$ cat src/rtl/pokey_pkg.sv
// Shared POKEY definitions: register map, AUDCTL bit positions and counter reload helpers.
package pokey_pkg;

    localparam logic [3:0] ADDR_AUDF1  = 4'd0;
    localparam logic [3:0] ADDR_AUDC1  = 4'd1;
    localparam logic [3:0] ADDR_AUDF2  = 4'd2;
    localparam logic [3:0] ADDR_AUDC2  = 4'd3;
    localparam logic [3:0] ADDR_AUDF3  = 4'd4;
    localparam logic [3:0] ADDR_AUDC3  = 4'd5;
    localparam logic [3:0] ADDR_AUDF4  = 4'd6;
    localparam logic [3:0] ADDR_AUDC4  = 4'd7;
    localparam logic [3:0] ADDR_AUDCTL = 4'd8;
    localparam logic [3:0] ADDR_STIMER = 4'd9;

    localparam int CLK15  = 0;
    localparam int HP2    = 1;
    localparam int HP1    = 2;
    localparam int JOIN34 = 3;
    localparam int JOIN12 = 4;
    localparam int FAST3  = 5;
    localparam int FAST1  = 6;
    localparam int POLY9  = 7;

    typedef logic [8:0]  cnt_t;
    typedef logic [16:0] jcnt_t;

    // A channel on the machine clock needs three extra counts to match real POKEY timing.
    function automatic cnt_t single_reload(input logic [7:0] audf, input logic fast);
        single_reload = {1'b0, audf} + (fast ? 9'd3 : 9'd0);
    endfunction

    function automatic jcnt_t joined_reload(input logic [7:0] hi, input logic [7:0] lo,
                                            input logic fast);
        joined_reload = {1'b0, hi, lo} + (fast ? 17'd6 : 17'd0);
    endfunction

endpackage

$ cat src/rtl/pokey_timer_channel.sv
// One POKEY timer slice: down-counter with reload priority and zero detect.
module pokey_timer_channel
    import pokey_pkg::*;
(
    input  logic       clk,
    input  logic       reset,
    input  logic       load_i,
    input  logic       dec_i,
    input  logic       wide_i,
    input  logic [8:0] reload_val_i,
    output logic       zero_o
);

    cnt_t count_q;
    cnt_t count_d;

    // Narrow mode is the low byte of a joined pair: wraps within 8 bits.
    always_comb begin
        count_d = count_q;
        if (load_i) begin
            count_d = reload_val_i;
        end else if (dec_i) begin
            if (wide_i) begin
                count_d = count_q - 9'd1;
            end else begin
                count_d = {1'b0, count_q[7:0] - 8'd1};
            end
        end else begin
            count_d = count_q;
        end
    end

    always_ff @(posedge clk) begin
        if (reset) begin
            count_q <= 9'd0;
        end else begin
            count_q <= count_d;
        end
    end

    assign zero_o = wide_i ? (count_q == 9'd0) : (count_q[7:0] == 8'd0);

endmodule

$ cat src/rtl/pokey_timer_ctrl.sv
// POKEY audio timer control: register file, tick selection, 16-bit channel joining and STIMER resync.
module pokey_timer_ctrl
    import pokey_pkg::*;
(
    input  logic        clk,
    input  logic        reset,
    input  logic        ce,
    input  logic        enable_64,
    input  logic        enable_15,
    input  logic        wr_en,
    input  logic [3:0]  addr,
    input  logic [7:0]  wr_data,
    output logic [3:0]  pulse,
    output logic [11:0] noise_select,
    output logic [3:0]  vol_only,
    output logic [15:0] volume,
    output logic        sync_reset,
    output logic [7:0]  audctl
);

    logic [3:0][7:0]  audf_q, audf_d, audc_q, audc_d;
    logic [7:0]       audctl_q, audctl_d;
    logic             stimer_pending_q, stimer_pending_d, stimer_wr_s;
    logic             base_s, stim_s;
    logic [3:0]       tick_s, ev_s, zero_s, load_s, dec_s, wide_s, pulse_s;
    logic [3:0][8:0]  rv_s;
    logic [1:0]       join_s, fast_s, jz_s, lo_under_s;
    logic [1:0][16:0] jrv_s;

    always_comb begin
        audf_d      = audf_q;
        audc_d      = audc_q;
        audctl_d    = audctl_q;
        stimer_wr_s = 1'b0;
        if (wr_en) begin
            case (addr)
                ADDR_AUDF1:  audf_d[0]   = wr_data;
                ADDR_AUDC1:  audc_d[0]   = wr_data;
                ADDR_AUDF2:  audf_d[1]   = wr_data;
                ADDR_AUDC2:  audc_d[1]   = wr_data;
                ADDR_AUDF3:  audf_d[2]   = wr_data;
                ADDR_AUDC3:  audc_d[2]   = wr_data;
                ADDR_AUDF4:  audf_d[3]   = wr_data;
                ADDR_AUDC4:  audc_d[3]   = wr_data;
                ADDR_AUDCTL: audctl_d    = wr_data;
                ADDR_STIMER: stimer_wr_s = 1'b1;
                default:     stimer_wr_s = 1'b0;
            endcase
        end else begin
            stimer_wr_s = 1'b0;
        end
    end

    // A STIMER write wins over consumption so a write on a ce edge waits for the next ce.
    always_comb begin
        if (stimer_wr_s) begin
            stimer_pending_d = 1'b1;
        end else if (ce) begin
            stimer_pending_d = 1'b0;
        end else begin
            stimer_pending_d = stimer_pending_q;
        end
    end

    always_ff @(posedge clk) begin
        if (reset) begin
            audf_q           <= '0;
            audc_q           <= '0;
            audctl_q         <= 8'd0;
            stimer_pending_q <= 1'b0;
        end else begin
            audf_q           <= audf_d;
            audc_q           <= audc_d;
            audctl_q         <= audctl_d;
            stimer_pending_q <= stimer_pending_d;
        end
    end

    assign base_s    = audctl_q[CLK15] ? enable_15 : enable_64;
    assign join_s    = {audctl_q[JOIN34], audctl_q[JOIN12]};
    assign fast_s    = {audctl_q[FAST3], audctl_q[FAST1]};
    assign tick_s    = {base_s, (fast_s[1] ? ce : base_s), base_s, (fast_s[0] ? ce : base_s)};
    assign ev_s      = tick_s & {4{ce}};
    assign stim_s    = ce & stimer_pending_q;

    // Pair p couples channel 2p (low byte, borrow source) with 2p+1 (high bits).
    for (genvar p = 0; p < 2; p++) begin : g_pair
        localparam int LO = 2 * p;
        localparam int HI = 2 * p + 1;

        assign jz_s[p]       = zero_s[LO] & zero_s[HI];
        assign jrv_s[p]      = joined_reload(audf_q[HI], audf_q[LO], fast_s[p]);
        assign lo_under_s[p] = join_s[p] ? jz_s[p] : zero_s[LO];

        assign wide_s[LO] = ~join_s[p];
        assign load_s[LO] = stim_s | (ev_s[LO] & lo_under_s[p]);
        assign dec_s[LO]  = ev_s[LO] & ~lo_under_s[p];
        assign rv_s[LO]   = join_s[p] ? {1'b0, jrv_s[p][7:0]} : single_reload(audf_q[LO], fast_s[p]);

        assign wide_s[HI] = 1'b1;
        assign load_s[HI] = stim_s | (join_s[p] ? (ev_s[LO] & jz_s[p]) : (ev_s[HI] & zero_s[HI]));
        assign dec_s[HI]  = join_s[p] ? (ev_s[LO] & ~jz_s[p] & zero_s[LO])
                                      : (ev_s[HI] & ~zero_s[HI]);
        assign rv_s[HI]   = join_s[p] ? jrv_s[p][16:8] : single_reload(audf_q[HI], 1'b0);

        assign pulse_s[LO] = ~join_s[p] & ev_s[LO] & zero_s[LO] & ~stimer_pending_q & ~reset;
        assign pulse_s[HI] = (join_s[p] ? (ev_s[LO] & jz_s[p]) : (ev_s[HI] & zero_s[HI]))
                             & ~stimer_pending_q & ~reset;
    end

    for (genvar i = 0; i < 4; i++) begin : g_chan
        pokey_timer_channel u_chan (
            .clk          (clk),
            .reset        (reset),
            .load_i       (load_s[i]),
            .dec_i        (dec_s[i]),
            .wide_i       (wide_s[i]),
            .reload_val_i (rv_s[i]),
            .zero_o       (zero_s[i])
        );

        assign noise_select[3*i +: 3] = audc_q[i][7:5];
        assign vol_only[i]            = audc_q[i][4];
        assign volume[4*i +: 4]       = audc_q[i][3:0];
    end

    assign pulse      = pulse_s;
    assign sync_reset = stimer_pending_q;
    assign audctl     = audctl_q;

endmodule

$ cat config.mk
export PLATFORM = sky130hd
export DESIGN_NAME = pokey_timer_ctrl
export DESIGN_NICKNAME = d
export VERILOG_FILES = /design/src/rtl/pokey_pkg.sv /design/src/rtl/pokey_timer_channel.sv /design/src/rtl/pokey_timer_ctrl.sv
export SDC_FILE = /design/constraint.sdc
export NUM_CORES = 1
export LEC_CHECK = 0
export ABC_AREA = 1
export CAP_MARGIN = 20
export CORE_MARGIN = 5
export CORE_UTILIZATION = 58
export CTS_CLUSTER_DIAMETER = 120
export DETAILED_ROUTE_END_ITERATION = 6
export HOLD_SLACK_MARGIN = 0.05
export PLACE_DENSITY = 0.81
export SYNTH_ARGS = -nofsm -noshare
export SYNTH_HDL_FRONTEND = slang
export SYNTH_SLANG_ARGS = --single-unit
export TNS_END_PERCENT = 100
$ cat constraint.sdc
create_clock -name clk -period 2.6 [get_ports clk]
set_input_delay 0.52 -clock clk [delete_from_list [all_inputs] [get_ports clk]]
set_output_delay 0.52 -clock clk [all_outputs]
set_load 0.01 [all_outputs]
# Yosys cells after proc, flatten, opt, wreduce, memory -nomap -nowiden

Index checks and enable logic that the tools add are counted.

Register bits: 109
Input bits: 18
Output and inout bits: 45
Logic and storage cells: 131

Add/subtract/negate cells: 10
Equality and inequality tests: 9
Multiplexer cells: 33
Bitwise operators: 44
Reductions and logical operators: 21

Operator list:

| cell                | number |
|---|---|
| $mux 9              | 14 |
| $logic_not 9->1     | 4 |
| $sub 9x1->9 const B | 4 |
| $add 16x3->17       | 2 |
| $and 1x1->1         | 29 |
| $add 8x2->9         | 2 |
| $reduce_and 2->1    | 9 |
| $eq 4x3->1 const B  | 4 |
| $logic_not 8->1     | 2 |
| $sub 8x1->8 const B | 2 |
| $mux 1              | 15 |
| $not 1->1           | 10 |
| $reduce_bool 2->1   | 5 |
| $eq 4x2->1 const B  | 2 |
| $eq 4x4->1 const B  | 2 |
| $mux 3              | 2 |
| $and 4x4->4         | 1 |
| $eq 4x1->1 const B  | 1 |
| $logic_not 4->1     | 1 |
| $mux 2              | 2 |
| $or 1x1->1          | 4 |

# Depth between registers and ports, before layout

Gate-level depths: netlist (run 1).

Word-level depth: 9
Depth in mapped cells: 13
Depth with buffers taken out: 13

# By module

Synthesis (run 1) repeated with hierarchy kept, for this count alone.

Cells, all modules: 966
Area total of the unflattened synthesis: 6503.7 µm²

By module, submodules not included:

| module              | times used | cells an instance | area each (µm²) | seq. area each (µm²) |
|---|---|---|---|---|
| pokey_timer_ctrl    | 1          | 582               | 3986.3          | 1461.4 |
| pokey_timer_channel | 4          | 96                | 629.4           | 180.2 |

# Worst setup path before layout (run 1)

OpenSTA, ideal clock, no wires.

Path type: register to register
Start: register audctl_q[5] (netlist: audctl[5])
End: register g_chan[2].u_chan.count_q[4]
Setup time: 0.131 ns
Arrival time: 1.827 ns
Data required time: 2.469 ns
Setup slack: 0.642 ns
Cell stages (with the launch flop): 11
Path buffers: 0
Period minus slack after synthesis: 1.958 ns
Path through: dfxtp_1 ha_1 inv_1 fa_1 inv_1 nand2_1 o31ai_1 xor2_1 nand2_1 nand3_1 a21oi_1

Cells in the longest elaborated chain, start to end: 5
Elaborated cells between the ends (all ways): 12
Those cells by class: add/sub: 2; mux: 5; bitwise: 4; reduce/logical: 1

RTL lines:

| item                                                  | RTL line                  | source |
|---|---|---|
| start, declared                                       | pokey_timer_ctrl.sv:22    | `logic [7:0] audctl_q, audctl_d;` |
| start signal, assigned                                | pokey_timer_ctrl.sv:74    | `audctl_q <= audctl_d;` |
| branches (longest 5 deep; another with $add 16x3->17) | n/a                       |  |
| end signal, assigned                                  | pokey_timer_channel.sv:37 | `count_q <= count_d;` |
| end, declared                                         | pokey_timer_channel.sv:14 | `cnt_t count_q;` |

Several ways; the timed one is not identified.
A chain may end at the register's enable or synchronous reset.

# Worst setup path in the final report (run 1)

Start: register g_chan[2].u_chan.count_q[0]
End: output pulse[2]

Cells in the longest elaborated chain, start to end: 5
Elaborated cells between the ends (all ways): 6
Those cells by class: mux: 1; bitwise: 3; reduce/logical: 2

RTL lines:

| item                                               | RTL line                  | source |
|---|---|---|
| $logic_not 9->1 or $logic_not 8->1 (tied branches) | pokey_timer_channel.sv:41 | `assign zero_o = wide_i ? (count_q == 9'd0) : (count_q[7:0] == 8'd0);` |
| $mux 1 *                                           | pokey_timer_channel.sv:41 |  |
| $and 1x1->1 * (3 in series)                        | pokey_timer_ctrl.sv:106   | `assign pulse_s[LO] = ~join_s[p] & ev_s[LO] & zero_s[LO] & ~stimer_pending_q & ~reset;` |
| end, declared                                      | pokey_timer_ctrl.sv:13    | `output logic [3:0] pulse,` |

Every way passes the cells marked *; elsewhere a longest branch is shown, timed or not.

==> results by stage, run 1 <==
Logic synthesis:
- For this run, the register share of the synthesized area comes to 35.2%.
- In the synthesized netlist the dominant register cell turns out to be dfxtp_1.
- The post-synth design cell area is around 0.0062 sq mm.
- In this run, synthesis produced a sequential element count of 109.
- Of the post-synthesis cell area, the dominant cell type holds 35.2%.
- The number of warning messages in the yosys log is 0.
- The biggest area contributor in the post-synthesis netlist is dfxtp_1.
- Sorting the synthesized cells by area gives the leading types as dfxtp_1 (35%), nand2_1 (9.8%), nor2_1 (8.2%).
- Synthesis instantiated 41 different standard cells from the library.
- After synthesis, the share of flip-flops with an asynchronous set or reset is 0%.
- Averaged over all synthesized cells, the footprint is approximately 6.7 sq um.
- Synthesis handed over a netlist of a little over 900 instances.
- The count of flip-flops with a built-in enable after synthesis is 0.
- When the netlist entered floorplanning its net count stood at about 960.

Worst setup path:
- The launch point of the critical path is g_chan[2].u_chan.count_q[0].
- For the worst setup path, the data required time is 2.08 ns.
- The logic depth of the worst register-to-register path is 10.
- The worst reg2reg path endpoint is g_chan[2].u_chan.count_q[4].
- STA puts the critical path data arrival time at 1.93 ns.
- The highest cell delay on the worst timing path is between 0.3 and 0.4 ns.
- The critical path goes through inv_1 -> ha_2 -> nand3_1 -> nor2_2 -> nand3_2 -> nor3_2 -> dlygate4sd2_1.
- On the critical path, the stage with the largest delay is an instance of dfxtp_1.
- The number of buffers and inverters on the critical path is 2.
- Grouping stages by cell kind, the critical path spends the most delay in simple AND/OR/NAND/NOR gates.
- The start-to-end type of the worst setup path is flop to output pin.
- The biggest fanout along the worst timing path is 4.
- STA classifies the critical path startpoint as a flop.
- The startpoint identified for the worst register-to-register timing path is audctl[5].
- In this run the register-to-register setup slack is about 0.3 ns.
- The type of element capturing the critical path is an output pin.

Hold path:
- The cell depth of the worst hold path is 2.
- The worst hold path terminates at noise_select[3].
- In this run the most critical hold path is launched from noise_select[3].
- The worst min-delay path class is flop to flop.

Drt:
- The total length of routed wires is ~15000 um.
- The DRC violation count after routing is 0.
- The total via count in the routed design is 5917.
- The detailed router finished its first iteration with around 450 violations.
- The via density per instance is around 5.2.
- The first TritonRoute pass finished after 5 iterations.
- Dividing the detail-routed wire length by the instance count gives between 10 and 15 um.
- Once detail routing completed, the nets flagged for antenna violations numbered 0.

Placed design:
- The congestion estimate from routability-driven global placement came to around 0.89.
- The HPWL after detailed placement is around 11000 um.
- Before CTS, the worst setup slack after placement is -0.216 ns.
- The placed instances occupy a cell area of roughly 0.0070 sq mm.
- The number of port buffers is 62.
- The number of cells after detailed placement is between 1k and 1.5k.

Clocking:
- The clock net in this run drives a total of about 110 sinks.
- The total clock buffers created by CTS is 9.
- The number of H-tree branching levels is 3.
- TritonCTS built the clock tree.
- The register clock-pin slew on the reported worst setup and hold paths is approximately 0.11 ns.
- The worst-skew pair later-pin latency is between 0.3 and 0.4 ns.
- CTS placed an instance of clkbuf_8 at the clock tree root.
- The clock passes through at most 2 buffers.

Cells and area:
- The net count of the finished layout is 1023.
- Fill cells in the final layout number about 910.
- Of the cells placed in the final design, the portion with a size suffix greater than 1 is a little under 9%.
- The final design area excluding fillers is just over 0.007 sq mm.
- The relative area change from synthesis to final layout is 17.1%.
- For this run, the share of the core covered by cells in the final layout is 70.0%.
- Leaving out fill and tap cells, the most frequent cell in the layout is nand2_1.
- The final cell count without fillers is 1132.
- The repair_antennas step left the layout with diodes totalling 0.
- In the layout the commonest cells are nand2_1 (161), nor2_1 (135), inv_1 (112).

Timing:
- Setup repair after global routing left no endpoint under its margin.
- The total count of max-transition violations in the final report is 0.
- The shortest clock period the worst path allows after layout is approximately 2.4 ns.
- The final hold violation count is 0.
- The final clock skew is approximately 0.01 ns.
- The total negative slack is 0 ns.
- The total of endpoints with negative setup slack in the final report is 0.
- Based on the critical path, the design can be clocked at up to 0.408 GHz.
- The worst slew slack as a fraction of its limit is a little under two thirds.
- At the pin with the least slew margin, the transition time is roughly 0.54 ns.
- The final clock period utilization by the worst path is a little over nine tenths.
- The final-layout worst hold slack is roughly 0.45 ns.
- The final worst setup slack is ~0.15 ns.

Status:
- The flow ran to the end, and the final reports show no timing, DRC or antenna violations.

Power and ir drop:
- For this design the ratio of total power to cell area is approximately 630 mW/mm^2.
- Of the total power, the share spent switching nets is between 30% and 40%.
- Summed over all cells, the static leakage comes to around 3.1 nW.
- The sequential share of power is about 42%.
- Internal power comes to approximately 2.9 mW.
- The fraction of power consumed by combinational cells is between 30% and 40%.
- The maximum vdd drop is 405 uV.
- The clock network is responsible for about a quarter of the overall power.
- The net switching component of the power is ~1.6 mW.
- The total power is about 4.5 mW.

Floorplan:
- The initialized floorplan defines 37 standard-cell rows.
- The die is ~110 um tall.
- The total I/O pin count is 63.
- The core area is around 0.010 sq mm.
- The area of the die is approximately 0.013 sq mm.
- The die width is 113 um.
- For this configuration, the core starts out at a cell density of roughly 60%.

Global route:
- The first global-routing pass estimated around 26000 um of wire.
- The initial antenna violation count was 0.
- The total global routing overflow is 0.
- The number of global-route vias before repair is between 5k and 6k.
- Across every metal layer, demand over resource in global routing totals between 20% and 30%.
- Entering global routing, the biggest net connects 40 pins.

Run:
- Max-cap violations in this run came to 0.
logic make-up (layout without fill, tap and decap cells):
| kind of cell | Yosys count | in the layout | synth area share, % |
|---|---|---|---|
| XOR/XNOR | 37 | 37 | 5.23 |
| buffers and inverters | 156 | 223 | 9.89 |
| AND/OR/NAND/NOR | 426 | 426 | 30.7 |
| flip-flops | 109 | 109 | 35.2 |
| adder cells (fa/ha/maj) | 14 | 14 | 3.31 |
| AO/OA/AOI/OAI | 187 | 187 | 15.6 |
area by class of cell:
class	count	area [sq um]	share of cell area (%)
repair buffers	88	831	11.5
well taps	136	170	2.35
inverters	119	449	6.19
flip-flops and latches	109	2180	30.1
clock inverters	5	67.6	0.931
clock buffers	11	141	1.95
multi-input cells	664	3410	47.1
power groups by stage:
stage / sequential [mW] / clock, mW / combinational [mW]
after floorplan: 1.92 / 0 / 1.17
after global placement: 1.94 / 0 / 1.47
after detailed placement: 1.94 / 0 / 1.48
after CTS: 1.91 / 1.12 / 1.51
after global routing: 1.93 / 1.19 / 1.76
final: 1.91 / 1.10 / 1.53
routing by layer:
metal | up-vias | GRT usage, % | wire (um)
li1 | 3110 | - | -
met1 | 2597 | 36.3 | 7540
met2 | 182 | 36.4 | 6360
met3 | 28 | 5.61 | 1080
met4 | 0 | 8.65 | 303
met5 | - | 0 | 0
sequential cells by signal, indices dropped and copies added (netlist names):
register and count:
g_chan.u_chan.count_q 36, sync_reset 1, volume 16, audf_q 32
vol_only 4, audctl 8, noise_select 12
worst max-delay path by stage:
stage / to / slack, ns / cells after the start
after CTS: pulse[3] / 0.02 / 9
after detailed placement: pulse[3] / -0.22 / 8
after floorplan: g_chan[2].u_chan.count_q[4] / 0.64 / 10
after global routing: pulse[1] / 0.03 / 9
after global placement: pulse[3] / -0.21 / 8
final: pulse[2] / 0.15 / 7
worst min-delay path: cells and delay by family (launching register included):
kind,cells,cell delay (ns)
AOI/OAI and AO/OA,1,0.05
DFF,1,0.32
buffers and inverters,1,0.04
synthesized netlist by cell type, types with 5 or more instances:
cell,n
inv_2,5
nand4_1,9
inv_1,113
o21ai_0,96
buf_1,8
buf_2,8
nand3_1,76
xor2_1,30
a21oi_1,76
clkbuf_1,18
nor3_1,7
nor2_1,136
dfxtp_1,109
nor2_2,9
xnor2_1,7
nand2_1,161
ha_1,10
nand2_2,8
what timing repair did:
| item | CTS | global route |
|---|---|---|
| setup endpoints to repair | 4 | 3 |
| hold endpoints to repair | 0 | 0 |
| gates resized for setup | 6 | 5 |
| pin swaps | 2 | 1 |
| buffers inserted | 1 | 1 |
| hold buffers | 0 | 0 |
Note: power is estimated with default switching activity, not from simulation.
==> run 2: changes to the inputs <==
CAP_MARGIN = default   (was 20)
clock period = 2.75 ns   (was 2.6 ns; I/O delays follow)
==> results by stage, run 2 (synthesis results as in run 1) <==
Drt:
- The number of DRC markers after the initial detailed-route iteration is 535 (was 448).
- The remaining number of nets flagged by the antenna check after routing came to 0 (unchanged).
- The total length of routed wires is 15500 um (was 15300 um).
- The first-pass detailed-route iteration total is 5 (unchanged).
- The via density per instance is 5.27 (was 5.23).
- The total via count in the routed design was 5945 (was 5917).
- The DRC violation count after routing came to 0 (unchanged).
- The average wire per cell in the routed design was 13.7 um (was 13.5 um).

Worst setup path:
- The worst reg2reg path endpoint is g_chan[2].u_chan.count_q[4] (unchanged).
- The reg-to-reg setup timing slack is 0.43 ns (was 0.30 ns).
- The arrival time at the worst endpoint is 2.04 ns (was 1.93 ns).
- The critical path data required time came to 2.20 ns (was 2.08 ns).
- The start-to-end type of the worst setup path is flop to output pin (unchanged).
- The launch point of the critical path is g_chan[2].u_chan.count_q[0] (unchanged).
- The beginning of the worst register-to-register path is audctl[5] (unchanged).
- The logic depth of the worst register-to-register path is 10 (unchanged).
- The biggest fanout along the worst timing path is 4 (unchanged).
- The critical path launch point type is a flop (unchanged).
- The type of element capturing the critical path is an output pin (unchanged).

Placed design:
- The number of cells after detailed placement is 1112 (was 1114).
- The cell area after placement is 0.00701 sq mm (was 0.00703 sq mm).
- The final weighted congestion in routability-driven placement is 0.893 (was 0.890).
- The number of port buffers is 62 (unchanged).
- The half-perimeter wire length after detailed placement is 11100 um (was 11000 um).

Global route:
- The pin count of the biggest net entering global routing is 70 (was 40).
- The wire length of the first global-routing pass was 26500 um (was 26400 um).
- The total global routing overflow is 0 (unchanged).
- The initial antenna violation count is 0 (unchanged).
- The global-route usage over all layers is 25.0% (about the same).
- The number of global-route vias before repair is 5488 (was 5506).

Clocking:
- The worst-skew pair later-pin latency is 0.39 ns (was 0.37 ns).
- The number of H-tree branching levels is 3 (unchanged).
- The cell at the root of the clock tree is clkbuf_8 (unchanged).
- The TritonCTS sink count is 109 (unchanged).
- The total clock buffers created by CTS is 9 (unchanged).
- The TritonCTS clock tree is done (unchanged).
- The post-CTS setup buffer count is 0 (was 1).
- The register clock-pin slew on the reported worst setup and hold paths is 0.11 ns (about the same).
- The maximum clock path buffer count is 2 (unchanged).

Timing:
- The shortest clock period the worst path allows after layout is around 2.6 ns.
- The final hold violation count is 0 (unchanged).
- The final clock skew came to 0.00686 ns (was 0.0100 ns).
- The maximum frequency from static timing analysis is between 0.3 and 0.4 GHz.
- The final-layout worst hold slack is 0.448 ns (was 0.447 ns).
- The worst slew slack as a fraction of its limit was 63.6% (was 63.7%).
- The total count of max-transition violations in the final report was 0 (unchanged).
- The total of endpoints with negative setup slack in the final report is 0 (unchanged).
- The actual slew at the worst max-slew pin is 0.544 ns (was 0.543 ns).
- Of the available clock period, the critical path in the final layout requires 94.1%.
- RSZ-0062 raised after global routing: false (unchanged).

Cells and area:
- The final cell count without fillers came to 1128 (was 1132).
- The final core area utilization was 69.5% (was 70.0%).
- The top register by number of flip-flops is g_chan.u_chan.count_q (unchanged).
- The final design area excluding fillers is 0.00721 sq mm (was 0.00726 sq mm).
- Most frequent cells in the layout: nand2_1 (161), nor2_1 (136), inv_1 (112) (was nand2_1 (161), nor2_1 (135), inv_1 (112)).
- The net count of the finished layout is 1019 (was 1023).
- The area occupied by registers was 0.00218 sq mm (unchanged).
- The most common cell after layout, fill and taps aside is nand2_1 (unchanged).
- The relative area change from synthesis to final layout is 16.3% (was 17.1%).
- The area of the multi-input gates is 0.00340 sq mm (was 0.00341 sq mm).
- The flip-flop count of the largest register after layout came to 36 (unchanged).
- The filler cell count is 925 (was 908).
- The antenna diode instance count was 0 (unchanged).
- The fraction of final layout cells sized beyond drive strength 1 is 7.96% (was 8.73%).

Power and ir drop:
- The static leakage was 3.06 nW (about the same).
- The maximum vdd drop is 440 uV (was 405 uV).
- The power per cell area came to 587 mW/mm^2 (was 625 mW/mm^2).

Run:
- The number of max-cap violations is 0 (unchanged).

Floorplan:
- The core area is 0.0104 sq mm (unchanged).
- The initial core utilization is 59.8% (unchanged).
- The die width is 113 um (unchanged).
- The number of standard-cell rows in the floorplan was 37 (unchanged).
- The total I/O pin count is 63 (unchanged).
- The die boundary height was 113 um (unchanged).
- The area of the die came to 0.0129 sq mm (unchanged).

Hold path:
- The cell depth of the worst hold path came to 2 (unchanged).
- The origin of the worst min-delay path was volume[4] (was noise_select[3]).
- The worst min-delay path class was flop to flop (unchanged).
- The worst min-delay path endpoint was volume[4] (was noise_select[3]).

Status:
- Outcome: completed (unchanged).
run 2: routing by layer:
layer / up-vias / global-route usage, % / wire length, um
li1: 3093 / - / -
met1: 2665 / 35.2 / 7530
met2: 171 / 38.3 / 6680
met3: 16 / 6.74 / 1090
met4: 0 / 5.85 / 155
met5: - / 0 / 0
run 2: power breakdown:
group	total, mW	switching (mW)	internal [mW]
logic	1.43	0.847	0.578
registers	1.80	0.102	1.70
clock network	1.00	0.604	0.401
total	4.23	1.55	2.68
run 2: area by class of cell:
cell class	count	share of cell area, %
inverters	119	6.23
repair buffers	84	11.2
multi-input cells	664	47.2
well taps	136	2.36
clock buffers	11	2.10
flip-flops and latches	109	30.3
clock inverters	5	0.677
run 2: timing repair:
| action | CTS | global route |
|---|---|---|
| setup endpoints to repair | 4 | 0 |
| hold buffers | 0 | 0 |
| gates resized for setup | 5 | 0 |
run 2: worst max path at each step:
| stage | to | slack [ns] | depth (start not counted) |
|---|---|---|---|
| after floorplan | g_chan[2].u_chan.count_q[4] | 0.79 | 10 |
| after global placement | pulse[3] | -0.13 | 8 |
| after detailed placement | pulse[3] | -0.16 | 8 |
| after CTS | pulse[3] | 0.13 | 9 |
| after global routing | pulse[3] | 0.02 | 9 |
| final | pulse[3] | 0.16 | 9 |
run 2: metrics by stage:
step	TNS [ns]	setup slack [ns]	power, mW
final	0	0.162	4.23
after global routing	0	0.0155	4.55
after CTS	0	0.128	4.24
after detailed placement	-0.370	-0.160	3.24
after global placement	-0.244	-0.131	3.21
after floorplan	0	0.792	2.93
run 2: critical path, cell delays in order (launching register included):
cell and delay, ns:
dfxtp_1 0.31, inv_1 0.11, ha_1 0.23, nand3_1 0.15
nor2_2 0.19, nand3_2 0.11, nand2_1 0.10, nand2_2 0.06
nor2_1 0.10, dlygate4sd2_1 0.29
